--- config.mk ---
export PLATFORM = sky130hd
export DESIGN_NAME = cmos_pixel_pack
export DESIGN_NICKNAME = d
export VERILOG_FILES = /design/src/rtl/cmos_pack_pkg.sv /design/src/rtl/cmos_pixel_pack_edge_det.sv /design/src/rtl/cmos_pixel_pack.sv
export SDC_FILE = /design/constraint.sdc
export NUM_CORES = 1
export LEC_CHECK = 0
export CORE_ASPECT_RATIO = 0.8
export CORE_MARGIN = 2
export CORE_UTILIZATION = 35
export CTS_BUF_LIST = sky130_fd_sc_hd__clkbuf_2 sky130_fd_sc_hd__clkbuf_4 sky130_fd_sc_hd__clkbuf_8
export CTS_CLUSTER_SIZE = 25
export DETAILED_ROUTE_END_ITERATION = 10
export SYNTH_ARGS = -nofsm -noshare
export SYNTH_HDL_FRONTEND = slang
export SYNTH_SLANG_ARGS = --single-unit
--- constraint.sdc ---
create_clock -name clk -period 3.4 [get_ports clk]
set_clock_uncertainty 0.05 [all_clocks]
set_input_delay 1.02 -clock clk [delete_from_list [all_inputs] [get_ports clk]]
set_output_delay 1.02 -clock clk [all_outputs]
set_load 0.01 [all_outputs]
--- src/rtl/cmos_pack_pkg.sv ---
// cmos_pack_pkg -- shared definitions for the CMOS pixel packer.
//   state_e         : FSM encoding (SKIP -> WAIT -> ACTIVE -> WAIT)
//   *_DEF           : default sensor geometry and settling-frame count
//   WORDS_PER_FRAME : 32-bit words in a default-size frame (2 pixels/word)
//   WORD_CNT_MAX    : saturation value of the 17-bit word counter
package cmos_pack_pkg;

    typedef enum logic [1:0] {
        ST_SKIP   = 2'd0,
        ST_WAIT   = 2'd1,
        ST_ACTIVE = 2'd2
    } state_e;

    localparam int H_PIXELS_DEF    = 480;
    localparam int V_LINES_DEF     = 272;
    localparam int FRAME_SKIP_DEF  = 10;
    localparam int WORDS_PER_FRAME = H_PIXELS_DEF * V_LINES_DEF / 2;

    localparam logic [16:0] WORD_CNT_MAX = 17'h1FFFF;

endpackage

--- src/rtl/cmos_pixel_pack_edge_det.sv ---
// edge_det -- rise/fall detector on an already-registered signal.
//   clk, rst : clock, asynchronous active-high reset
//   d        : input level (registered upstream)
//   rise     : d is high now and was low last cycle
//   fall     : d is low now and was high last cycle
module edge_det (
    input  logic clk,
    input  logic rst,
    input  logic d,
    output logic rise,
    output logic fall
);

    logic prev_q, prev_d;

    always_comb prev_d = d;

    always_ff @(posedge clk or posedge rst) begin
        if (rst) prev_q <= 1'b0;
        else     prev_q <= prev_d;
    end

    assign rise = d & ~prev_q;
    assign fall = ~d & prev_q;

endmodule

--- src/rtl/cmos_pixel_pack.sv ---
// cmos_pixel_pack -- packs an RGB565 CMOS byte stream (high byte first) into
// 32-bit words for a DDR write FIFO. Discards FRAME_SKIP frames after reset.
//   clk, rst           : pixel clock, asynchronous active-high reset
//   cmos_vsync/href    : frame sync (high = blanking), line valid
//   cmos_data[7:0]     : byte stream
//   sys_we             : one-cycle write strobe, sys_data_in valid with it
//   sys_data_in[31:0]  : first pixel [31:16], second pixel [15:0]
//   data_valid_wr      : high while an accepted frame is active
//   frame_switch       : one-cycle pulse at the end of an accepted frame
//   word_cnt[16:0]     : words written in the current/last frame (saturating)
//   frame_err          : only with PACK_FRAME_CHECK_EN; pulses instead of
//                        frame_switch when the frame word count is wrong
module cmos_pixel_pack
    import cmos_pack_pkg::*;
#(
    parameter int H_PIXELS   = H_PIXELS_DEF,
    parameter int V_LINES    = V_LINES_DEF,
    parameter int FRAME_SKIP = FRAME_SKIP_DEF
) (
    input  logic        clk,
    input  logic        rst,
    input  logic        cmos_vsync,
    input  logic        cmos_href,
    input  logic [7:0]  cmos_data,
    output logic        sys_we,
    output logic [31:0] sys_data_in,
    output logic        data_valid_wr,
    output logic        frame_switch,
`ifdef PACK_FRAME_CHECK_EN
    output logic        frame_err,
`endif
    output logic [16:0] word_cnt
);

    localparam int SKIP_W = (FRAME_SKIP > 1) ? $clog2(FRAME_SKIP + 1) : 1;
`ifdef PACK_FRAME_CHECK_EN
    localparam logic [16:0] WORDS_EXP = 17'(H_PIXELS * V_LINES / 2);
`endif

    // Input capture stage: every decision below uses these copies.
    logic        vsync_q, vsync_d, href_q, href_d;
    logic [7:0]  data_q, data_d;

    logic        vsync_rise, vsync_fall, href_rise, href_fall;

    state_e             state_q, state_d;
    logic [SKIP_W-1:0]  skip_q, skip_d;
    logic [1:0]         phase_q, phase_d, ph;
    logic [23:0]        word_q, word_d;      // first three bytes of a word
    logic               sys_we_q, sys_we_d;
    logic [31:0]        sys_data_q, sys_data_d;
    logic               frame_switch_q, frame_switch_d;
    logic               frame_err_q, frame_err_d;
    logic [16:0]        word_cnt_q, word_cnt_d;

    edge_det u_vsync_edge (.clk(clk), .rst(rst), .d(vsync_q), .rise(vsync_rise), .fall(vsync_fall));
    edge_det u_href_edge  (.clk(clk), .rst(rst), .d(href_q),  .rise(href_rise),  .fall(href_fall));

    always_comb begin
        vsync_d = cmos_vsync;
        href_d  = cmos_href;
        data_d  = cmos_data;
    end

    always_comb begin
        state_d        = state_q;
        skip_d         = skip_q;
        phase_d        = phase_q;
        word_d         = word_q;
        sys_we_d       = 1'b0;
        sys_data_d     = sys_data_q;
        frame_switch_d = 1'b0;
        frame_err_d    = 1'b0;
        word_cnt_d     = word_cnt_q;
        // A new line always starts pairing at byte 0, whatever was left over.
        ph             = href_rise ? 2'd0 : phase_q;

        case (state_q)
            ST_SKIP: begin
                if (FRAME_SKIP == 0) begin
                    state_d = ST_WAIT;
                end else if (vsync_rise) begin
                    if (int'(skip_q) == FRAME_SKIP - 1) state_d = ST_WAIT;
                    else                                skip_d  = skip_q + 1'b1;
                end
            end
            ST_WAIT: begin
                if (vsync_fall) begin
                    state_d    = ST_ACTIVE;
                    word_cnt_d = '0;
                    phase_d    = '0;
                end
            end
            ST_ACTIVE: begin
                if (vsync_rise) begin
                    // Frame ends; a byte arriving this cycle is dropped with
                    // any partial word.
                    state_d = ST_WAIT;
                    phase_d = '0;
`ifdef PACK_FRAME_CHECK_EN
                    if (word_cnt_q == WORDS_EXP) frame_switch_d = 1'b1;
                    else                         frame_err_d    = 1'b1;
`else
                    frame_switch_d = 1'b1;
`endif
                end else if (href_q) begin
                    word_d = {word_q[15:0], data_q};
                    if (ph == 2'd3) begin
                        sys_we_d   = 1'b1;
                        sys_data_d = {word_q, data_q};
                        phase_d    = '0;
                        if (word_cnt_q != WORD_CNT_MAX) word_cnt_d = word_cnt_q + 1'b1;
                    end else begin
                        phase_d = ph + 2'd1;
                    end
                end else if (href_fall) begin
                    phase_d = '0;                // partial word discarded
                end
            end
            default: state_d = ST_SKIP;
        endcase
    end

    always_ff @(posedge clk or posedge rst) begin
        if (rst) begin
            vsync_q        <= 1'b0;
            href_q         <= 1'b0;
            data_q         <= '0;
            state_q        <= ST_SKIP;
            skip_q         <= '0;
            phase_q        <= '0;
            word_q         <= '0;
            sys_we_q       <= 1'b0;
            sys_data_q     <= '0;
            frame_switch_q <= 1'b0;
            frame_err_q    <= 1'b0;
            word_cnt_q     <= '0;
        end else begin
            vsync_q        <= vsync_d;
            href_q         <= href_d;
            data_q         <= data_d;
            state_q        <= state_d;
            skip_q         <= skip_d;
            phase_q        <= phase_d;
            word_q         <= word_d;
            sys_we_q       <= sys_we_d;
            sys_data_q     <= sys_data_d;
            frame_switch_q <= frame_switch_d;
            frame_err_q    <= frame_err_d;
            word_cnt_q     <= word_cnt_d;
        end
    end

    assign sys_we        = sys_we_q;
    assign sys_data_in   = sys_data_q;
    assign data_valid_wr = (state_q == ST_ACTIVE);
    assign frame_switch  = frame_switch_q;
    assign word_cnt      = word_cnt_q;
`ifdef PACK_FRAME_CHECK_EN
    assign frame_err     = frame_err_q;
`else
    logic unused_err;
    assign unused_err    = frame_err_q;
`endif

endmodule

* Yosys cells after proc, flatten, opt, wreduce, memory -nomap -nowiden
Cells that the tools add are included.
Storage, ports and cells: register bits 95, bits of input ports 12, output and inout port bits 52
Cells by class: add/subtract/negate cells 3, equal/unequal tests 14, muxes and demuxes 24, bitwise gates (word level) 10, reductions and logical operators 8
Operators with widths (number):
- 17-bit two-way mux | 5
- 17-bit one-hot mux with 2 select lines | 1
- 2-bit two-way mux | 10
- 17-bit by 1-bit adder with 17-bit output, second input constant | 1
- 17-bit != test, second input constant | 1
- 2-bit by 1-bit != test with 1-bit output, second input constant | 6
- 3-bit AND reduction | 3
- 4-bit AND reduction | 2
- 1-bit two-way mux | 6
- 1-bit inverter | 6
- 2-bit one-hot mux with 3 select lines | 1
- 6-bit AND reduction | 1
- 4-bit by 1-bit adder with 4-bit output, second input constant | 1
- 1-bit bitwise AND | 4
- 2-bit equality test, second input constant | 2
- 4-bit equality test, second input constant | 1
- 2-bit != test, second input constant | 2
- 4-bit by 1-bit != test with 1-bit output, second input constant | 1
- 2-bit one-hot mux with 2 select lines | 1
- 2-bit by 1-bit adder with 2-bit output, second input constant | 1
- 2-bit by 1-bit equality test with 1-bit output, second input constant | 1
- 2-bit logical NOT | 1
- 2-bit nonzero test | 1

* Depth between registers and ports, before layout
Gate-level depths: netlist (run 1).
depth in word-level cells 8, mapped depth 9

* Cells and area by module
A second synthesis (run 1) with hierarchy kept.
Unflattened totals: cells, all modules 303, area total of the unflattened synthesis 3948.8 um^2
Modules (own cells, without submodules):
- cmos_pixel_pack | times used 1, cells each 295, area an instance 3861.2 um^2, sequential area each 2327.2 um^2
- edge_det | times used 2, cells each 4, area an instance 43.8 um^2, sequential area each 25.0 um^2

* Least setup slack after synthesis (run 1)
OpenSTA, ideal clock, no wires.
path type register to register, start point register word_cnt_q[4] (netlist: word_cnt[4]), end point register word_cnt_q[13] (netlist: word_cnt[13]), data arrival time 2.144 ns, data required time 3.226 ns, path slack 1.082 ns, cell stages (with the launch flop) 10, buffers on the path 2, clock period less this slack 2.318 ns, cell sequence dfrtp_1 -> and4_1 -> clkbuf_2 -> nand3_1 -> nor2_1 -> ha_1 -> o31a_1 -> or2_1 -> buf_6 -> a211o_1
Between the ends: longest elaborated chain between the ends 6
Ends and longest elaborated chain:
- start: declaration | RTL line cmos_pixel_pack.sv:54 | logic [16:0] word_cnt_q, word_cnt_d;
- start signal: assignment | RTL line cmos_pixel_pack.sv:150 | word_cnt_q <= word_cnt_d;
- 17-bit by 1-bit adder with 17-bit output | RTL line cmos_pixel_pack.sv:112 | if (word_cnt_q != WORD_CNT_MAX) word_cnt_d = word_cnt_q + 1'b1;
- 17-bit two-way mux | RTL line cmos_pixel_pack.sv:112
- 17-bit two-way mux | RTL line cmos_pixel_pack.sv:108 | if (ph == 2'd3) begin
- 17-bit two-way mux | RTL line cmos_pixel_pack.sv:106 | end else if (href_q) begin
- 17-bit two-way mux | RTL line cmos_pixel_pack.sv:95 | if (vsync_rise) begin
- 17-bit one-hot mux with 2 select lines | RTL line cmos_pixel_pack.sv:78 | case (state_q)
Parallel ways exist; a longest one is shown, timed or not. The select of a mux whose other input is x is not followed. A chain may end at the register's enable or synchronous reset.

* Worst setup path after layout (run 1)
start point register word_cnt_q[2] (netlist: word_cnt[2]), end point register word_cnt_q[10] (netlist: word_cnt[10])
Same word-level chain as after synthesis.

==> reports/qor_table.md, run 1 <==
| Parameter | Value | Unit |
| --- | --- | --- |
| Estimated wirelength of the detail-placed design | 5.36 | mm |
| Dominant cells by area after synthesis | dfrtp_1 60%, mux2_2 16%, ha_1 3.1% | - |
| Total routing usage reported by global routing | 0.136 | - |
| Sum of negative setup slack | 0 | ps |
| Area inside the core boundary | 0.0110 | mm^2 |
| FF-to-FF setup slack | 660 | ps |
| Clock tree from TritonCTS | done | - |
| Worst setup EP type | flip-flop | - |
| Area growth, synth to finish | 26.0 | % |
| Worst R2R End | word_cnt[10] | - |
| Total of cells resized after clock tree synthesis | 0 | - |
| Async set-reset flop share out of synthesis | 1.00 | - |
| Number of synthesized register bits | 95 | - |
| Worst EP arrival | 2900 | ps |
| Min Tclk post-route | 2740 | ps |
| Routed length per instance | 15.1 | um |
| Initial standard-cell utilization of the core | 0.362 | - |
| Wire length on met1 | 3.79 | mm |
| Top fanout value on the critical path | 18 | - |
| Synth Warn # | 0 | - |
| Number of sinks driven by the clock tree | 95 | - |
| Die width | 123 | um |
| NetSw | 901 | uW |
| Detail Route met3 WL | 308 | um |
| Netlist area before placement | 0.00397 | mm^2 |
| Met2 wire length | 3.56 | mm |
| Clock Pin Slew Worst Setup and Hold Paths | 90 | ps |
| Number of instances in the synthesized netlist | 296 | - |
| Final worst hold slack | 403 | ps |
| Design area | 0.00501 | mm^2 |
| Number of cell rows | 34 | - |
| Drt first-iter violations | 146 | - |
| Clock latency of the later-clocked register in the worst-skew pair | 360 | ps |
| Internal power | 2000 | uW |
| Total wire length after detailed routing | 7.77 | mm |
| Die height | 99.3 | um |
| Seq pwr share | 0.498 | - |
| Via total after detailed routing | 2,564 | - |
| Root buffer selected by CTS | clkbuf_8 | - |
| 1st-pass router iterations | 4 | - |
| Power density over cell area | 579 | mW/mm^2 |
| Global-route wire length before repair | 12.8 | mm |
| Post-layout nets | 386 | - |
| End point of the critical path | word_cnt[10] | - |
| Count of max-cap constraint violations | 0 | - |
| Buf/Inv on CP | 0 | - |
| Number of library cell types mapped by synthesis | 36 | - |
| Via density per instance | 5.00 | - |
| Cell type with the largest total area after synthesis | dfrtp_1 | - |
| Max layer used | met4 | - |
| Vias in the first global route | 2,499 | - |
| Antenna violations before repair | 0 | - |
| Final ANT Viol Nets | 0 | - |
| Main synth FF type | dfrtp_1 | - |
| Die area | 0.0122 | mm^2 |
| Total DRC errors in the routed layout | 0 | - |
| Worst min path class | reg -> reg | - |
| Reg-to-reg critical path startpoint | word_cnt[2] | - |
| Final RePlAce weighted congestion | 0.800 | - |
| Slew at the pin closest to its max-slew limit | 830 | ps |
| Static leakage | 0.00225 | uW |
| Part of the cycle the worst path needs | 0.807 | - |
| Portion of total power attributed to the clock network | 0.279 | - |
| Number of nets produced by synthesis | 318 | - |
| Data required, critical path | 3560 | ps |
| Max frequency | 365 | MHz |
| Level count of the clock H-tree | 3 | - |
| Endpoints failing hold | 0 | - |
| Result of the run | finished clean | - |
| Post-CTS setup buffer count | 0 | - |
| Dominant delay contributor by cell family on the critical path | simple AND/OR/NAND/NOR gates | - |
| Placed standard-cell area | 0.00479 | mm^2 |
| Final setup viols | 0 | - |
| Longest Clk Path Bufs | 2 | - |
| Cts-stage hold buffer count | 0 | - |
| First element of the critical path | word_cnt[2] | - |
| Pins Over Slew Limit | 0 | - |
| Syn_area_per_cell | 13.4 | um^2 |
| Number of inserted diodes | 0 | - |
| Worst-path cell with the longest stage delay | o31a_1 | - |
| Max-Slew Margin vs Limit | 0.447 | - |
| Register area share after synthesis | 0.598 | - |
| Synth top area share | 0.598 | - |
| Sw frac | 0.311 | - |
| Largest net degree at the start of global routing | 32 | - |
| Proportion of power drawn by combinational gates | 0.223 | - |
| Power Total | 2900 | uW |
| Delay of the slowest cell on the worst path | 520 | ps |
| Hold Path Origin | vsync_q | - |
| Overflow left after global routing | 0 | - |
| Port Buf Inserts | 63 | - |
| TritonCTS Buffers | 9 | - |
| Worst ir drop on vdd | 0.236 | mV |
| Number of enable flip-flop cells after synthesis | 0 | - |
| Cells on worst reg2reg path | 7 | - |
| Layout cell share with drive strength beyond 1 | 0.230 | - |
| Critical path depth in cells | 7 | - |
| Unrepaired setup endpoints after global routing | no | - |
| Top Ports | 64 | - |
| Startpoint Class | flip-flop | - |
| Critical path class | reg -> reg | - |
| Critical path, cell by cell | and4_1 > nand3_1 > nor2_1 > ha_1 > o31a_1 > or2_1 > o311ai_0 | - |
## state kept, by name, summed over array words and instances, names as in the netlist, 2 cells and up
name / flops
word_cnt: 17
state_q: 2
phase_q: 2
data_q: 8
skip_q: 4
sys_data_in: 32
word_q: 24
## layout by cell type, fill, tap and decap left out, types with 7 or more instances in the layout
cell type        instances
nand3_1                 13
clkbuf_8                 9
nand2_1                  7
dfrtp_1                 95
mux2_2                  58
buf_4                    8
o21ai_0                 11
ha_1                    10
clkdlybuf4s50_1         63
o31ai_1                  7
nand2b_1                10
## synthesized netlist by cell type (2+ instances only)
library cell,n
a211oi_1,2
a21oi_1,4
a22o_1,2
and2_1,3
and3_1,4
and4_1,3
buf_2,6
buf_6,2
clkbuf_1,6
dfrtp_1,95
ha_1,10
inv_1,7
mux2_2,58
mux2i_1,4
nand2_1,7
nand2b_1,10
nand3_1,13
nand4_1,6
nor2_1,6
nor3_1,2
nor4_1,5
o21ai_0,11
o21bai_1,4
o311ai_1,5
o31ai_1,7
or4_1,3
xnor2_1,2
## worst min path at each step
stage	slack (ps)	endpoint	cells past startpoint
2_1_floorplan	340	u_vsync_edge.prev_q	0
3_3_place_gp	380	u_vsync_edge.prev_q	0
3_5_place_dp	390	u_vsync_edge.prev_q	0
4_1_cts	400	u_vsync_edge.prev_q	0
5_1_grt	440	u_vsync_edge.prev_q	0
6_report	400	u_vsync_edge.prev_q	0
## power groups by stage
stage | Sequential (uW) | Clock [uW] | Combinational [uW]
6_report | 1440 | 809 | 648
5_1_grt | 1480 | 884 | 726
4_1_cts | 1450 | 838 | 658
3_5_place_dp | 1470 | 0 | 654
3_3_place_gp | 1460 | 0 | 630
2_1_floorplan | 1420 | 0 | 561
## metrics by stage
| step | worst slack [ps] | utilization | instances |
|---|---|---|---|
| 6_report | 657 | 0.456 | 513 |
| 5_1_grt | 431 | 0.456 | 513 |
| 4_1_cts | 692 | 0.456 | 513 |
| 3_5_place_dp | 741 | 0.436 | 497 |
| 3_3_place_gp | 836 | 0.436 | 497 |
| 2_1_floorplan | 1080 | - | 296 |
## routing by layer
| metal | track usage | up-vias |
|---|---|---|
| met3 | 0.0333 | 11 |
| met2 | 0.199 | 55 |
| met1 | 0.194 | 1283 |
| met4 | 0.0498 | 0 |
| li1 | - | 1215 |
| met5 | 0 | - |
## cell families (layout without fill, tap and decap cells)
| family | count (synthesis) | after routing | synth area share |
|---|---|---|---|
| flops | 95 | 95 | 0.598 |
| xor+xnor | 3 | 3 | 0.00661 |
| mux | 62 | 62 | 0.174 |
| simple gates | 65 | 65 | 0.0945 |
| fa+ha+maj | 10 | 10 | 0.0315 |
| compound gates | 39 | 39 | 0.0680 |
| buf+inv | 22 | 95 | 0.0268 |
## cell type report
type                            count  area [um^2]
Timing Repair Buffer               72          711
Clock inverter                      7         96.3
Multi-Input combinational cell    179         1490
Fill cell                         999         5970
Sequential cell                    95         2380
Tap cell                          144          180
Clock buffer                        9          124
Inverter                            7         30.0
Power figures use the tool's default switching activity.
==> run 2, diff against run 1 <==
- clock period: 3.4 -> 2.9 ns (I/O delays scaled with it)
==> reports/qor_table.md, run 2 (same netlist as run 1, synthesis figures left out) <==
| Parameter | Value | Unit |
| --- | --- | --- |
| Pins Over Slew Limit | 0 | - |
| Final RePlAce weighted congestion | 0.798 | - |
| Max frequency | 376 | MHz |
| Max-Slew Margin vs Limit | 0.634 | - |
| Worst R2R End | word_cnt[10] | - |
| Area inside the core boundary | 0.0110 | mm^2 |
| Number of cell rows | 34 | - |
| Part of the cycle the worst path needs | 0.918 | - |
| Proportion of power drawn by combinational gates | 0.229 | - |
| Largest net degree at the start of global routing | 96 | - |
| Total routing usage reported by global routing | 0.134 | - |
| Worst EP arrival | 2850 | ps |
| Root buffer selected by CTS | clkbuf_8 | - |
| Clock latency of the later-clocked register in the worst-skew pair | 370 | ps |
| Flip-flop count of the largest register, all copies and words added | 32 | - |
| Die width | 123 | um |
| Global-route wire length before repair | 12.6 | mm |
| Level count of the clock H-tree | 3 | - |
| Longest Clk Path Bufs | 2 | - |
| Critical path, cell by cell | and4_1 > nand3_1 > nor2_1 > ha_1 > o31a_2 > or2_1 > o311ai_0 | - |
| Reg-to-reg critical path startpoint | word_cnt[4] | - |
| Count of max-cap constraint violations | 0 | - |
| Endpoints failing hold | 0 | - |
| Startpoint Class | flip-flop | - |
| Final setup viols | 0 | - |
| Final core area utilization | 0.454 | - |
| Data required, critical path | 3090 | ps |
| Sw frac | 0.322 | - |
| 1st-pass router iterations | 4 | - |
| Dominant delay contributor by cell family on the critical path | simple AND/OR/NAND/NOR gates | - |
| Die height | 99.3 | um |
| Seq pwr share | 0.500 | - |
| Number of inserted diodes | 0 | - |
| Die area | 0.0122 | mm^2 |
| Total wire length after detailed routing | 7.68 | mm |
| Number of sinks driven by the clock tree | 95 | - |
| Routed length per instance | 15.0 | um |
| Antenna violations before repair | 0 | - |
| TritonCTS Buffers | 9 | - |
| Post-Place Cells | 495 | - |
| Vias in the first global route | 2,421 | - |
| Sum of negative setup slack | 0 | ps |
| Cts-stage hold buffer count | 0 | - |
| Top fanout value on the critical path | 18 | - |
| Hold Path Origin | vsync_q | - |
| Cells on worst reg2reg path | 7 | - |
| Min Tclk post-route | 2660 | ps |
| Overflow left after global routing | 0 | - |
| Worst min path class | reg -> reg | - |
| Area growth, synth to finish | 25.4 | % |
| FF-to-FF setup slack | 240 | ps |
| Via density per instance | 4.90 | - |
| Total DRC errors in the routed layout | 0 | - |
| Hold Path Depth | 0 | - |
| Buf/Inv on CP | 0 | - |
| Slew at the pin closest to its max-slew limit | 550 | ps |
| Commonest non-fill, non-tap cell in the layout | dfrtp_1 | - |
| Initial standard-cell utilization of the core | 0.362 | - |
| End of the worst hold path | u_vsync_edge.prev_q | - |
| Clock Pin Slew Worst Setup and Hold Paths | 100 | ps |
| Commonest cells after routing, fill and taps aside | 95 x dfrtp_1, 63 x clkdlybuf4s50_1, 58 x mux2_2, 13 x nand3_1, 11 x o21ai_0 | - |
| Final ANT Viol Nets | 0 | - |
| Port Buf Inserts | 63 | - |
| Unrepaired setup endpoints after global routing | no | - |
| Static leakage | 0.00224 | uW |
| Worst-path cell with the longest stage delay | o31a_2 | - |
| NetSw | 1090 | uW |
| Power density over cell area | 680 | mW/mm^2 |
| Post-CTS setup buffer count | 0 | - |
| Drt first-iter violations | 115 | - |
| Final worst hold slack | 405 | ps |
| Worst ir drop on vdd | 0.274 | mV |
| Critical path class | reg -> reg | - |
| Clock tree from TritonCTS | done | - |
| Final Instance Count excl. Fillers | 511 | - |
| Layout cell share with drive strength beyond 1 | 0.229 | - |
| Result of the run | finished clean | - |
| Internal power | 2300 | uW |
| Portion of total power attributed to the clock network | 0.271 | - |
| Post-layout nets | 384 | - |
| Top Ports | 64 | - |
| Estimated wirelength of the detail-placed design | 5.13 | mm |
| Worst setup EP type | flip-flop | - |
| Via total after detailed routing | 2,505 | - |
| Delay of the slowest cell on the worst path | 480 | ps |
run 2: power by group through the flow:
stage,Sequential [uW],Clock (uW),Combinational (uW)
2_1_floorplan,1660,0,658
3_3_place_gp,1710,0,765
3_5_place_dp,1730,0,788
4_1_cts,1700,950,792
5_1_grt,1740,1010,882
6_report,1700,917,777
run 2: what timing repair did:
| action | 4_1_cts | 5_1_grt |
|---|---|---|
| resized for setup | 0 | 1 |
| endpoints found under the setup margin | 0 | 7 |
| endpoints found under the hold margin | 0 | 0 |
run 2: layer usage:
metal,track usage,wire (um)
met5,0,0
met4,0.0481,121
met3,0.0407,349
met2,0.190,3390
met1,0.193,3820
run 2: worst max-delay path by stage:
stage                            from           end  slack [ps]  cells after the start
final                     word_cnt[4]  word_cnt[10]         240                      7
after floorplan           word_cnt[4]  word_cnt[13]         580                      9
after global routing      word_cnt[4]  word_cnt[10]         130                      7
after global placement    word_cnt[2]  word_cnt[10]         310                      7
after detailed placement  word_cnt[2]  word_cnt[10]         220                      7
after CTS                 word_cnt[2]  word_cnt[10]         170                      7
run 2: area by class of cell:
cell class	instances	area (um^2)
multi-input combinational	179	1490
tap	144	180
inverter	7	30.0
clock inverter	7	85.1
timing repair buffer	70	696
sequential	95	2380
clock buffer	9	124
fill	1013	5990
run 2: stage by stage:
step,setup slack (ps),area (um^2),total power [uW]
after floorplan,582,3980,2320
after global routing,131,4980,3630
after CTS,174,4980,3440
after global placement,311,4770,2480
final,238,4980,3390
after detailed placement,216,4770,2520
run 2: worst reg2reg max path, delay by kind of cell, from the launching register on:
family	cells	cell delay (ps)
compound gates	2	870
flops	1	430
simple gates	4	1000
fa+ha+maj	1	200
==> run 3, diff against run 2 <==
- GPL_ROUTABILITY_DRIVEN: unset -> 0
==> results of run 3 <==
The final DEF is identical to that of run 2; final timing and power are the same.
